**src/rtl/vend_pkg.sv**
```systemverilog
// Shared types and helpers for the coin arbiter that fronts a vending FSM.
// Provides: state_t {IDLE, OWN, RELEASE}, coin symbols NICKEL/DIME, idx_w().
package vend_pkg;

   typedef enum logic [1:0] {
      IDLE    = 2'd0,
      OWN     = 2'd1,
      RELEASE = 2'd2
   } state_t;

   localparam logic NICKEL = 1'b0;
   localparam logic DIME   = 1'b1;

   // Requester index width; keeps at least one bit when n is 1.
   function automatic int idx_w(input int n);
      return (n > 1) ? $clog2(n) : 1;
   endfunction

endpackage

```
**src/rtl/vend_rr_pick.sv**
```systemverilog
// Combinational round-robin picker: first set req at or after ptr, wrapping.
// Ports: req (requests), ptr (start index) -> onehot, idx, any.
import vend_pkg::*;

module vend_rr_pick #(
   parameter int NUM_REQ = 4,
   parameter int IW      = idx_w(NUM_REQ)
) (
   input  logic [NUM_REQ-1:0] req,
   input  logic [IW-1:0]      ptr,
   output logic [NUM_REQ-1:0] onehot,
   output logic [IW-1:0]      idx,
   output logic               any
);

   always_comb begin
      logic [IW-1:0] j;
      onehot = '0;
      idx    = '0;
      any    = 1'b0;
      j      = '0;
      for (int k = 0; k < NUM_REQ; k++) begin
         j = IW'((int'(ptr) + k) % NUM_REQ);
         if (!any && req[j]) begin
            any       = 1'b1;
            idx       = j;
            onehot[j] = 1'b1;
         end
      end
   end

endmodule

```
**src/rtl/vend_coin_arbiter.sv**
```systemverilog
// Locks one shared vending FSM to a single coin requester per transaction.
// Ports: CLK, RST; REQ/COIN in, GNT/ACK out; STEP/A to FSM, Y0/Y1 from FSM;
// VEND/CHANGE per-requester pulses; TIMEOUT/ERR release pulses; BUSY.
import vend_pkg::*;

module vend_coin_arbiter #(
   parameter int NUM_REQ     = 4,
   parameter int TIMEOUT_CYC = 16,
   parameter int COIN_MAX    = 8
) (
   input  logic               CLK,
   input  logic               RST,
   input  logic [NUM_REQ-1:0] REQ,
   input  logic [NUM_REQ-1:0] COIN,
   output logic [NUM_REQ-1:0] GNT,
   output logic [NUM_REQ-1:0] ACK,
   output logic               STEP,
   output logic               A,
   input  logic               Y0,
   input  logic               Y1,
   output logic [NUM_REQ-1:0] VEND,
   output logic [NUM_REQ-1:0] CHANGE,
   output logic               TIMEOUT,
   output logic               ERR,
   output logic               BUSY
);

   localparam int IW = idx_w(NUM_REQ);
   localparam int TW = $clog2(TIMEOUT_CYC + 1);
   localparam int CW = $clog2(COIN_MAX + 1);

   localparam logic [TW-1:0] TO_LIM   = TW'(TIMEOUT_CYC);
   localparam logic [CW-1:0] COIN_LIM = CW'(COIN_MAX);
   localparam logic [IW-1:0] LAST     = IW'(NUM_REQ - 1);

   state_t             state_q, state_d;
   logic [IW-1:0]      ptr_q, ptr_d;
   logic [IW-1:0]      own_q, own_d;
   logic [TW-1:0]      idle_q, idle_d, idle_inc;
   logic [CW-1:0]      coin_q, coin_d, coin_inc;
   logic [NUM_REQ-1:0] gnt_d, vend_d, chg_d;
   logic               to_d, err_d;
   logic [NUM_REQ-1:0] own_oh;

   logic [NUM_REQ-1:0] pick_oh;
   logic [IW-1:0]      pick_idx;
   logic               pick_any;

   vend_rr_pick #(
      .NUM_REQ (NUM_REQ),
      .IW      (IW)
   ) u_pick (
      .req    (REQ),
      .ptr    (ptr_q),
      .onehot (pick_oh),
      .idx    (pick_idx),
      .any    (pick_any)
   );

   assign own_oh   = NUM_REQ'(1) << own_q;
   // Saturating increments: counters never wrap back to zero.
   assign idle_inc = (idle_q == TO_LIM) ? idle_q : idle_q + 1'b1;
   assign coin_inc = (coin_q == COIN_LIM) ? coin_q : coin_q + 1'b1;
   assign BUSY     = (state_q != IDLE);

   always_comb begin
      state_d = state_q;
      ptr_d   = ptr_q;
      own_d   = own_q;
      gnt_d   = GNT;
      idle_d  = idle_q;
      coin_d  = coin_q;
      vend_d  = '0;
      chg_d   = '0;
      to_d    = 1'b0;
      err_d   = 1'b0;
      STEP    = 1'b0;
      A       = 1'b0;
      ACK     = '0;
      unique case (state_q)
         IDLE: begin
            if (pick_any) begin
               own_d   = pick_idx;
               gnt_d   = pick_oh;
               state_d = OWN;
            end
         end
         OWN: begin
            STEP = REQ[own_q];
            A    = COIN[own_q];
            if (STEP) begin
               ACK    = own_oh;
               coin_d = coin_inc;
               idle_d = '0;
               chg_d  = Y0 ? own_oh : '0;
               vend_d = Y1 ? own_oh : '0;
               // A vend on the limit coin is a success, not an error.
               if (Y1) begin
                  gnt_d   = '0;
                  state_d = RELEASE;
               end else if (coin_inc == COIN_LIM) begin
                  err_d   = 1'b1;
                  gnt_d   = '0;
                  state_d = RELEASE;
               end
            end else begin
               idle_d = idle_inc;
               if (idle_inc == TO_LIM) begin
                  to_d    = 1'b1;
                  gnt_d   = '0;
                  state_d = RELEASE;
               end
            end
         end
         RELEASE: begin
            ptr_d   = (own_q == LAST) ? '0 : own_q + 1'b1;
            idle_d  = '0;
            coin_d  = '0;
            gnt_d   = '0;
            state_d = IDLE;
         end
         default: begin
            state_d = IDLE;
         end
      endcase
   end

   always_ff @(posedge CLK) begin
      if (RST) begin
         state_q <= IDLE;
         ptr_q   <= '0;
         own_q   <= '0;
         idle_q  <= '0;
         coin_q  <= '0;
         GNT     <= '0;
         VEND    <= '0;
         CHANGE  <= '0;
         TIMEOUT <= 1'b0;
         ERR     <= 1'b0;
      end else begin
         state_q <= state_d;
         ptr_q   <= ptr_d;
         own_q   <= own_d;
         idle_q  <= idle_d;
         coin_q  <= coin_d;
         GNT     <= gnt_d;
         VEND    <= vend_d;
         CHANGE  <= chg_d;
         TIMEOUT <= to_d;
         ERR     <= err_d;
      end
   end

endmodule

```
**config.mk**
```make
export PLATFORM = sky130hd
export DESIGN_NAME = vend_coin_arbiter
export DESIGN_NICKNAME = d
export VERILOG_FILES = /design/src/rtl/vend_pkg.sv /design/src/rtl/vend_rr_pick.sv /design/src/rtl/vend_coin_arbiter.sv
export SDC_FILE = /design/constraint.sdc
export NUM_CORES = 1
export LEC_CHECK = 0
export ABC_AREA = 1
export CAP_MARGIN = 20
export CORE_MARGIN = 5
export CORE_UTILIZATION = 58
export CTS_CLUSTER_SIZE = 25
export DETAILED_ROUTE_END_ITERATION = 10
export MAX_ROUTING_LAYER = met4
export PLACE_DENSITY = 0.95
export SYNTH_ARGS = -nofsm -noshare
export SYNTH_HDL_FRONTEND = slang
export SYNTH_SLANG_ARGS = --single-unit
export TNS_END_PERCENT = 50
```
**constraint.sdc**
```tcl
create_clock -name CLK -period 3 [get_ports CLK]
set_clock_uncertainty 0.1 [all_clocks]
set_input_delay 0.45 -clock CLK [delete_from_list [all_inputs] [get_ports CLK]]
set_output_delay 0.45 -clock CLK [all_outputs]
set_load 0.02 [all_outputs]
```
==> reports/qor.yml, run 1 <==
cts:
  clkLatencyLatePin_ns: 0.33
  htree_levels: 2
  cts_resized: 0
  cts_hold_buffers: 0
  clk_pin_slew_worst_paths_ns: 0.10
  cts_buffer_depth: 2
  cts_tree: "built"
  cts_buffers: 5
  clkSinkCount: 29
  cts_root_buf: "clkbuf_4"
  cts_setup_buffers: 0
cells_and_area:
  final_core_util: 0.7327
  antennaDiodeCount: 0
  stdcell_count: 383
  drive_above_1_share: 0.1039
  area_delta_synth_final_pct: 21.44
  final_nets: 365
  fin_area_um2: 2445
floorplanning:
  ios: 33
  die_h_um: 68.92
  dieArea_um2: 4749
  rows: 21
  fp.coreArea_um2: 3337
  start_util: 0.6033
  die_w_um: 68.92
yosys:
  synth-seq-cells: 29
  synth.most_common_cell: "nand2_1"
  synth-async-reset-ratio: 0
  syn_inst: 298
  ys.flop_type: "dfxtp_1"
  ys_types: 33
  synth-seq-area-share: 0.2884
  syn_nets: 327
  syn_area_per_cell_um2: 6.756
  synth_area_um2: 2013
  ys_warn_count: 0
  synth_top_area_share: 0.2884
  post_synth_most_frequent_cells: "nand2_1, inv_1, dfxtp_1, nor2_1, nand3_1"
  synth_edf_count: 0
  synth.area.top_cells: "dfxtp_1, nand2_1, ha_1, inv_1, nand3_1"
  synth_top_area_cell: "dfxtp_1"
min_path:
  hold_path.class: "register to register"
routing:
  drtPass1Iterations: 4
  drc: 0
  vias: 2074
  drt_iter0_drc: 120
  via_per_inst: 5.415
  wl_per_cell_um: 12.58
  wirelength_um: 4820
  ant_nets: 0
place:
  dpl.cell_count: 375
  place_area_um2: 2390
  hpwl_um: 3743
  io_buffers: 32
  place.gp.congestion: 0.8340
sta:
  period_needed_ns: 2.688
  clock.fmax_mhz: 372.0
  post-route-period-util: 0.8959
  finalMaxSlewViolations: 0
  worst_pin_slew_ns: 0.4229
  hold_violations: 0
  setup_viol: 0
  tns_ns: 0
  rsz0062_at_grt: "no"
  timing.hold.ws_ns: 0.4030
  slew_headroom: 0.7176
pwr:
  leakage_nw: 1.102
  irDropWorstVdd_mv: 0.6397
  p_per_area_nw_per_um2: 836.3
setup_path:
  worst_setup_path_end_kind: "output pin"
  cp_max_fo: 8
  crit_required_ns: 2.45
  worstPathArrival_ns: 2.14
  startpoint_type: "input pin"
  critPathKind: "input pin to output pin"
run:
  maxCapViolations: 0
grt:
  grt_pass1_vias: 1974
  grt_overflow_total: 0
  grt_max_degree: 15
  grt_pass1_wl_um: 8273
  track_usage: 0.2354
  antenna_found_initial: 0
outcome:
  outcome: "complete, no violations"
-- metrics by stage --
stage | total power, mW | setup slack (ns)
2_1_floorplan | 1.475 | 0.9994
3_3_place_gp | 1.755 | 0.4063
3_5_place_dp | 1.801 | 0.2919
4_1_cts | 2.041 | 0.2953
5_1_grt | 2.233 | 0.1986
6_report | 2.045 | 0.3122
-- worst paths after layout --
check / slack, ns / start / cells after the start / end
worst min register to register: 0.40 / state_q[0] / 2 / state_q[0]
worst max register to register: 0.59 / ptr_q[0] / 12 / GNT[3]
worst min-delay path: 0.40 / state_q[0] / 2 / state_q[0]
worst max-delay path: 0.31 / REQ[1] / 6 / ACK[1]
-- critical path: stages --
cell and delay [ns]:
clkdlybuf4s50_1 0.50, nand2_1 0.06, nand3_1 0.12, nand3_2 0.19, nor2_1 0.18, clkdlybuf4s50_1 0.64
-- layer usage --
| metal | up-vias | routed length, um | track usage |
|---|---|---|---|
| met3 | 12 | 320 | 0.04700 |
| met5 | - | 0 | - |
| met1 | 962 | 2100 | 0.2748 |
| met2 | 64 | 2315 | 0.3952 |
| li1 | 1036 | - | - |
| met4 | 0 | 84 | 0.09489 |
-- flip-flops by register name, summed over array words and instances (netlist names) --
| register | flops |
|---|---|
| CHANGE | 4 |
| ERR | 1 |
| GNT | 4 |
| TIMEOUT | 1 |
| VEND | 4 |
| coin_q | 4 |
| idle_q | 5 |
| own_q | 2 |
| ptr_q | 2 |
| state_q | 2 |
-- report_power, final --
group	switching, mW	internal, mW
clock	0.146	0.0882
sequential	0.0767	0.451
combinational	0.835	0.448
-- layout by cell type (no fill, tap or decap), drive strengths merged, types with 3 or more instances in the layout --
cell type	instances
o21ai	7
clkinv	3
clkdlybuf4s50	32
nand2	85
dfxtp	29
inv	48
nand4	10
a21boi	3
nand3	31
clkbuf	5
ha	17
a21oi	21
nor2	35
-- cell type report --
class	count	area, um^2
multi-input combinational	218	1237
timing repair buffer	33	327.8
inverter	49	186.4
clock buffer	5	37.54
sequential	29	580.6
tap	46	57.56
fill	255	892.1
clock inverter	3	17.52
-- kinds of logic after synthesis --
family	after synthesis	synth area share
and+or+nand+nor	166	0.4108
adders and majority gates	17	0.1057
AOI/OAI and AO/OA	35	0.09820
buffers and inverters	51	0.09695
DFF	29	0.2884
Power figures use the tool's default switching activity.
==> run 2, diff against run 1 <==
--- a/config.mk
+++ b/config.mk
@@ -15,5 +15,6 @@
 export PLACE_DENSITY = 0.95
 export SYNTH_ARGS = -nofsm -noshare
 export SYNTH_HDL_FRONTEND = slang
+export SYNTH_HIERARCHICAL = 1
 export SYNTH_SLANG_ARGS = --single-unit
 export TNS_END_PERCENT = 50
==> run 2 against run 1 <==
Routed wire length fell by 6.6%. Sequential cell count is the same. Hold slack worse by 0.0030 ns. Power up 1.6%. Final area grew 0.56%. Combinational power fell by 5%. Critical path type unchanged. Critical endpoint is now ACK[0].
==> reports/qor.yml, run 2 <==
sta:
  fin_ws_ns: 0.1506
  slew_headroom: 0.6999
  hold_violations: 0
  clock.fmax_mhz: 350.9
  tns_ns: 0
  rsz0062_at_grt: "no"
  timing.hold.ws_ns: 0.3999
  finalMaxSlewViolations: 0
  worst_pin_slew_ns: 0.4487
  setup_viol: 0
  period_needed_ns: 2.849
  post-route-period-util: 0.9498
pwr:
  switching_share: 0.4807
  p_switching_mw: 0.9981
  p_per_area_nw_per_um2: 844.6
  p_int_mw: 1.078
  clkPwrFrac: 0.163
  seq_power_share: 0.254
  leakage_nw: 1.082
  combPwrFrac: 0.583
  irDropWorstVdd_mv: 0.6790
cts:
  cts_resized: 0
  cts_tree: "built"
  clkSinkCount: 29
  cts_buffer_depth: 2
  htree_levels: 2
  clkLatencyLatePin_ns: 0.33
  cts_setup_buffers: 0
  cts_buffers: 5
  clk_pin_slew_worst_paths_ns: 0.10
  cts_hold_buffers: 0
  cts_root_buf: "clkbuf_4"
setup_path:
  worst_setup_path_end_kind: "output pin"
  crit_top_cell: "clkdlybuf4s50_1"
  worstPathArrival_ns: 2.30
  max_stage_delay_ns: 0.62
  path_cells: "clkdlybuf4s50_1 -> nand2_1 -> nand3_1 -> nand2_2 -> nor2_4 -> inv_1 -> nor2_1 -> clkdlybuf4s50_1"
  crit_required_ns: 2.45
  worst_path_max_delay_cell: "clkdlybuf4s50_1"
  cp_max_fo: 6
  startpoint_type: "input pin"
  critPathKind: "input pin to output pin"
place:
  hpwl_um: 3402
  dpl.cell_count: 373
  place_area_um2: 2374
  io_buffers: 32
  place_ws_ns: 0.1533
  place.gp.congestion: 0.8961
routing:
  drc: 0
  wl_per_cell_um: 11.82
  ant_nets: 0
  vias: 2035
  wirelength_um: 4503
  drt_iter0_drc: 154
  drtPass1Iterations: 5
  via_per_inst: 5.341
grt:
  grt_pass1_wl_um: 7714
  antenna_found_initial: 0
  grt_overflow_total: 0
  grt_max_degree: 14
  track_usage: 0.2186
  grt_pass1_vias: 1881
floorplanning:
  start_util: 0.6037
  die_h_um: 68.94
  fp.coreArea_um2: 3337
  die_w_um: 68.94
  ios: 33
  dieArea_um2: 4752
  rows: 21
yosys:
  synth_edf_count: 0
  synth_area_um2: 2014
  ys_types: 23
  synth-async-reset-ratio: 0
  post_synth_most_frequent_cells: "nand2_1, inv_1, nor2_1, dfxtp_1, nand3_1"
  synth_top_area_cell: "dfxtp_1"
  synth-seq-cells: 29
  synth_top_area_share: 0.2882
  synth-seq-area-share: 0.2882
  ys_warn_count: 6
  synth.area.top_cells: "dfxtp_1, nand2_1, ha_1, inv_1, nand3_1"
  syn_area_per_cell_um2: 6.760
  synth.most_common_cell: "nand2_1"
  ys.flop_type: "dfxtp_1"
  syn_inst: 298
  syn_nets: 327
cells_and_area:
  antennaDiodeCount: 0
  largest-register: "idle_q"
  stdcell_count: 381
  layout_common_cells: "nand2_1, inv_1, nor2_1, clkdlybuf4s50_1, dfxtp_1"
  drive_above_1_share: 0.1015
  fin_area_um2: 2459
  mostFrequentLayoutCell: "nand2_1"
  largest_register_ffs: 5
  area_delta_synth_final_pct: 22.05
  final_nets: 363
min_path:
  hold_path.class: "register to register"
outcome:
  outcome: "complete, no violations"
run:
  maxCapViolations: 0
[run 2: area by class of cell]
cell class / instances / area (um^2)
Clock inverter: 1 / 30.03
Tap cell: 46 / 57.56
Sequential cell: 29 / 580.6
Timing Repair Buffer: 32 / 320.3
Fill cell: 271 / 878.3
Clock buffer: 7 / 55.05
Inverter: 46 / 172.7
Multi-Input combinational cell: 220 / 1242
[run 2: logic make-up (layout without fill, tap and decap cells)]
group	Yosys count	after routing	synth area share
compound gates	33	33	0.08696
xor+xnor	1	1	0.008077
fa+ha+maj	17	17	0.1056
buf+inv	49	86	0.09503
flops	29	29	0.2882
simple gates	169	169	0.4161
[run 2: power by group through the flow]
stage	registers (mW)	clock network (mW)	logic [mW]
2_1_floorplan	0.540	0	0.904
3_3_place_gp	0.531	0	1.16
3_5_place_dp	0.533	0	1.20
4_1_cts	0.524	0.339	1.20
5_1_grt	0.538	0.359	1.37
6_report	0.526	0.339	1.21
[run 2: path summary, 6_finish.rpt]
check / startpoint / end / slack, ns / depth (start not counted)
setup / recovery: REQ[1] / ACK[0] / 0.15 / 8
hold / removal: state_q[0] / state_q[0] / 0.40 / 2
setup reg to reg: ptr_q[0] / state_q[0] / 0.45 / 12
hold reg to reg: state_q[0] / state_q[0] / 0.40 / 2
[run 2: stage by stage]
stage	utilization	power, mW
after floorplan	-	1.444
after global placement	0.7113	1.696
after detailed placement	0.7113	1.728
after CTS	0.7368	2.067
after global routing	0.7368	2.264
final	0.7368	2.077
[run 2: worst max-delay path: cells and delay by family]
family,cells,cell delay [ns]
AND/OR/NAND/NOR,5,0.58
buffers and inverters,3,1.28
[run 2: per-layer routing]
metal,up-vias,wire length [um],GRT usage
met4,0,79,0.08029
met2,71,2159,0.3690
met3,12,327,0.07293
met5,-,0,-
li1,1030,-,-
met1,922,1937,0.2387
==> run 3, diff against run 2 <==
--- a/config.mk
+++ b/config.mk
@@ -11,6 +11,7 @@
 export CORE_UTILIZATION = 58
 export CTS_CLUSTER_SIZE = 25
 export DETAILED_ROUTE_END_ITERATION = 10
+export GPL_ROUTABILITY_DRIVEN = 0
 export MAX_ROUTING_LAYER = met4
 export PLACE_DENSITY = 0.95
 export SYNTH_ARGS = -nofsm -noshare
==> run 3 against run 2 <==
Clock-buffer cell count decreased by 1. Non-clock buffer count grew 1. Clock power down 32%. First-iteration DRC count shrank 17%. Sequential cell count unchanged. Largest cell class unchanged. Sequential share of layout area rose by 0.26 points. Sequential power is 1% lower. Register-to-register slack hardly changed. Fmax decreased by 0.26%. Final area is 1.1% lower. Critical path depth unchanged.
==> reports/qor.yml, run 3 (synthesized netlist as in run 2, its figures left out) <==
outcome:
  outcome: "complete, no violations"
min_path:
  hp-start: "idle_q[3]"
  min_to: "idle_q[3]"
  hold_path.class: "register to register"
  min_path_cells: 2
cells_and_area:
  antennaDiodeCount: 0
  layout_common_cells: "nand2_1, inv_1, nor2_1, clkdlybuf4s50_1, dfxtp_1"
  drive_above_1_share: 0.1042
  largest-register: "idle_q"
  stdcell_count: 382
  final_nets: 364
  largest_register_ffs: 5
  mostFrequentLayoutCell: "nand2_1"
  n_fill_cell: 272
  fin_area_um2: 2432
  area_delta_synth_final_pct: 20.75
sta:
  timing.hold.ws_ns: 0.4143
  finalMaxSlewViolations: 0
  tns_ns: 0
  setup_viol: 0
  clock.fmax_mhz: 350.0
  period_needed_ns: 2.857
  worst_pin_slew_ns: 0.4551
  post-route-period-util: 0.9523
  slew_headroom: 0.6955
  rsz0062_at_grt: "no"
  fin_ws_ns: 0.1430
  hold_violations: 0
cts:
  cts_buffer_depth: 2
  cts_tree: "built"
  cts_setup_buffers: 0
  cts_hold_buffers: 0
  clkLatencyLatePin_ns: 0.34
  clkSinkCount: 29
  htree_levels: 2
  clk_pin_slew_worst_paths_ns: 0.09
  cts_resized: 0
  cts_buffers: 5
  cts_root_buf: "clkbuf_4"
setup_path:
  r2r_cells: 12
  worst_setup_path_end_kind: "output pin"
  crit_required_ns: 2.45
  reg2reg_slack_ns: 0.44
  r2r-end: "state_q[0]"
  cp_max_fo: 6
  r2r-start: "ptr_q[1]"
  startpoint_type: "input pin"
  worstPathArrival_ns: 2.31
  critPathKind: "input pin to output pin"
place:
  io_buffers: 32
  place_area_um2: 2381
  place_ws_ns: 0.1748
  dpl.cell_count: 374
  hpwl_um: 3746
routing:
  wirelength_um: 4900
  vias: 2102
  via_per_inst: 5.503
  ant_nets: 0
  drtPass1Iterations: 5
  drc: 0
  wl_per_cell_um: 12.83
  drt_iter0_drc: 128
grt:
  antenna_found_initial: 0
  track_usage: 0.2375
  grt_overflow_total: 0
  grt_max_degree: 14
  grt_pass1_vias: 1960
  grt_pass1_wl_um: 8293
pwr:
  leakage_nw: 1.074
  irDropWorstVdd_mv: 0.5154
  p_per_area_nw_per_um2: 820.5
floorplanning:
  fp.coreArea_um2: 3337
  ios: 33
  die_w_um: 68.94
  die_h_um: 68.94
  dieArea_um2: 4752
  start_util: 0.6037
  rows: 21
run:
  maxCapViolations: 0
## run 3: how the worst max path moves through the flow
stage	from	to	cells after the start
after floorplan	ptr_q[0]	GNT[0]	14
after global placement	REQ[1]	ACK[0]	8
after detailed placement	REQ[3]	ACK[0]	8
after CTS	REQ[3]	ACK[0]	8
after global routing	REQ[3]	ACK[0]	8
final	REQ[3]	ACK[0]	8
## run 3: final cells by class
cell class | instances | area (um^2) | share of cell area
sequential | 29 | 580.6 | 0.2387
clock buffer | 6 | 41.29 | 0.01698
clock inverter | 2 | 10.01 | 0.004115
multi-input combinational | 220 | 1242 | 0.5108
tap | 46 | 57.56 | 0.02366
inverter | 46 | 172.7 | 0.07099
timing repair buffer | 33 | 327.8 | 0.1348
## run 3: power breakdown
part / internal (mW) / switching (mW) / total, mW
Clock: 0.0890 / 0.140 / 0.229
Sequential: 0.451 / 0.0695 / 0.521
Combinational: 0.434 / 0.812 / 1.25
Total: 0.974 / 1.02 / 2.00
## run 3: layer usage
layer,up-vias,wire (um),track usage,part of all wire
met5,-,0,-,0
met4,0,97,0.08273,0.020
met3,13,264,0.06321,0.054
met2,70,2527,0.4083,0.52
met1,988,2010,0.2648,0.41
li1,1031,-,-,-
## run 3: critical path: stages
cell and delay, ns:
clkdlybuf4s50_1 0.52, nand2_1 0.07, nand3_1 0.12, nand2_2 0.10, nor2_4 0.15, inv_1 0.14, nor2_1 0.13, clkdlybuf4s50_1 0.62
## run 3: metrics by stage
stage	utilization	total power [mW]
final	0.7289	1.996
after global routing	0.7289	2.172
after CTS	0.7289	1.985
after detailed placement	0.7135	1.754
after global placement	0.7135	1.703
after floorplan	-	1.444
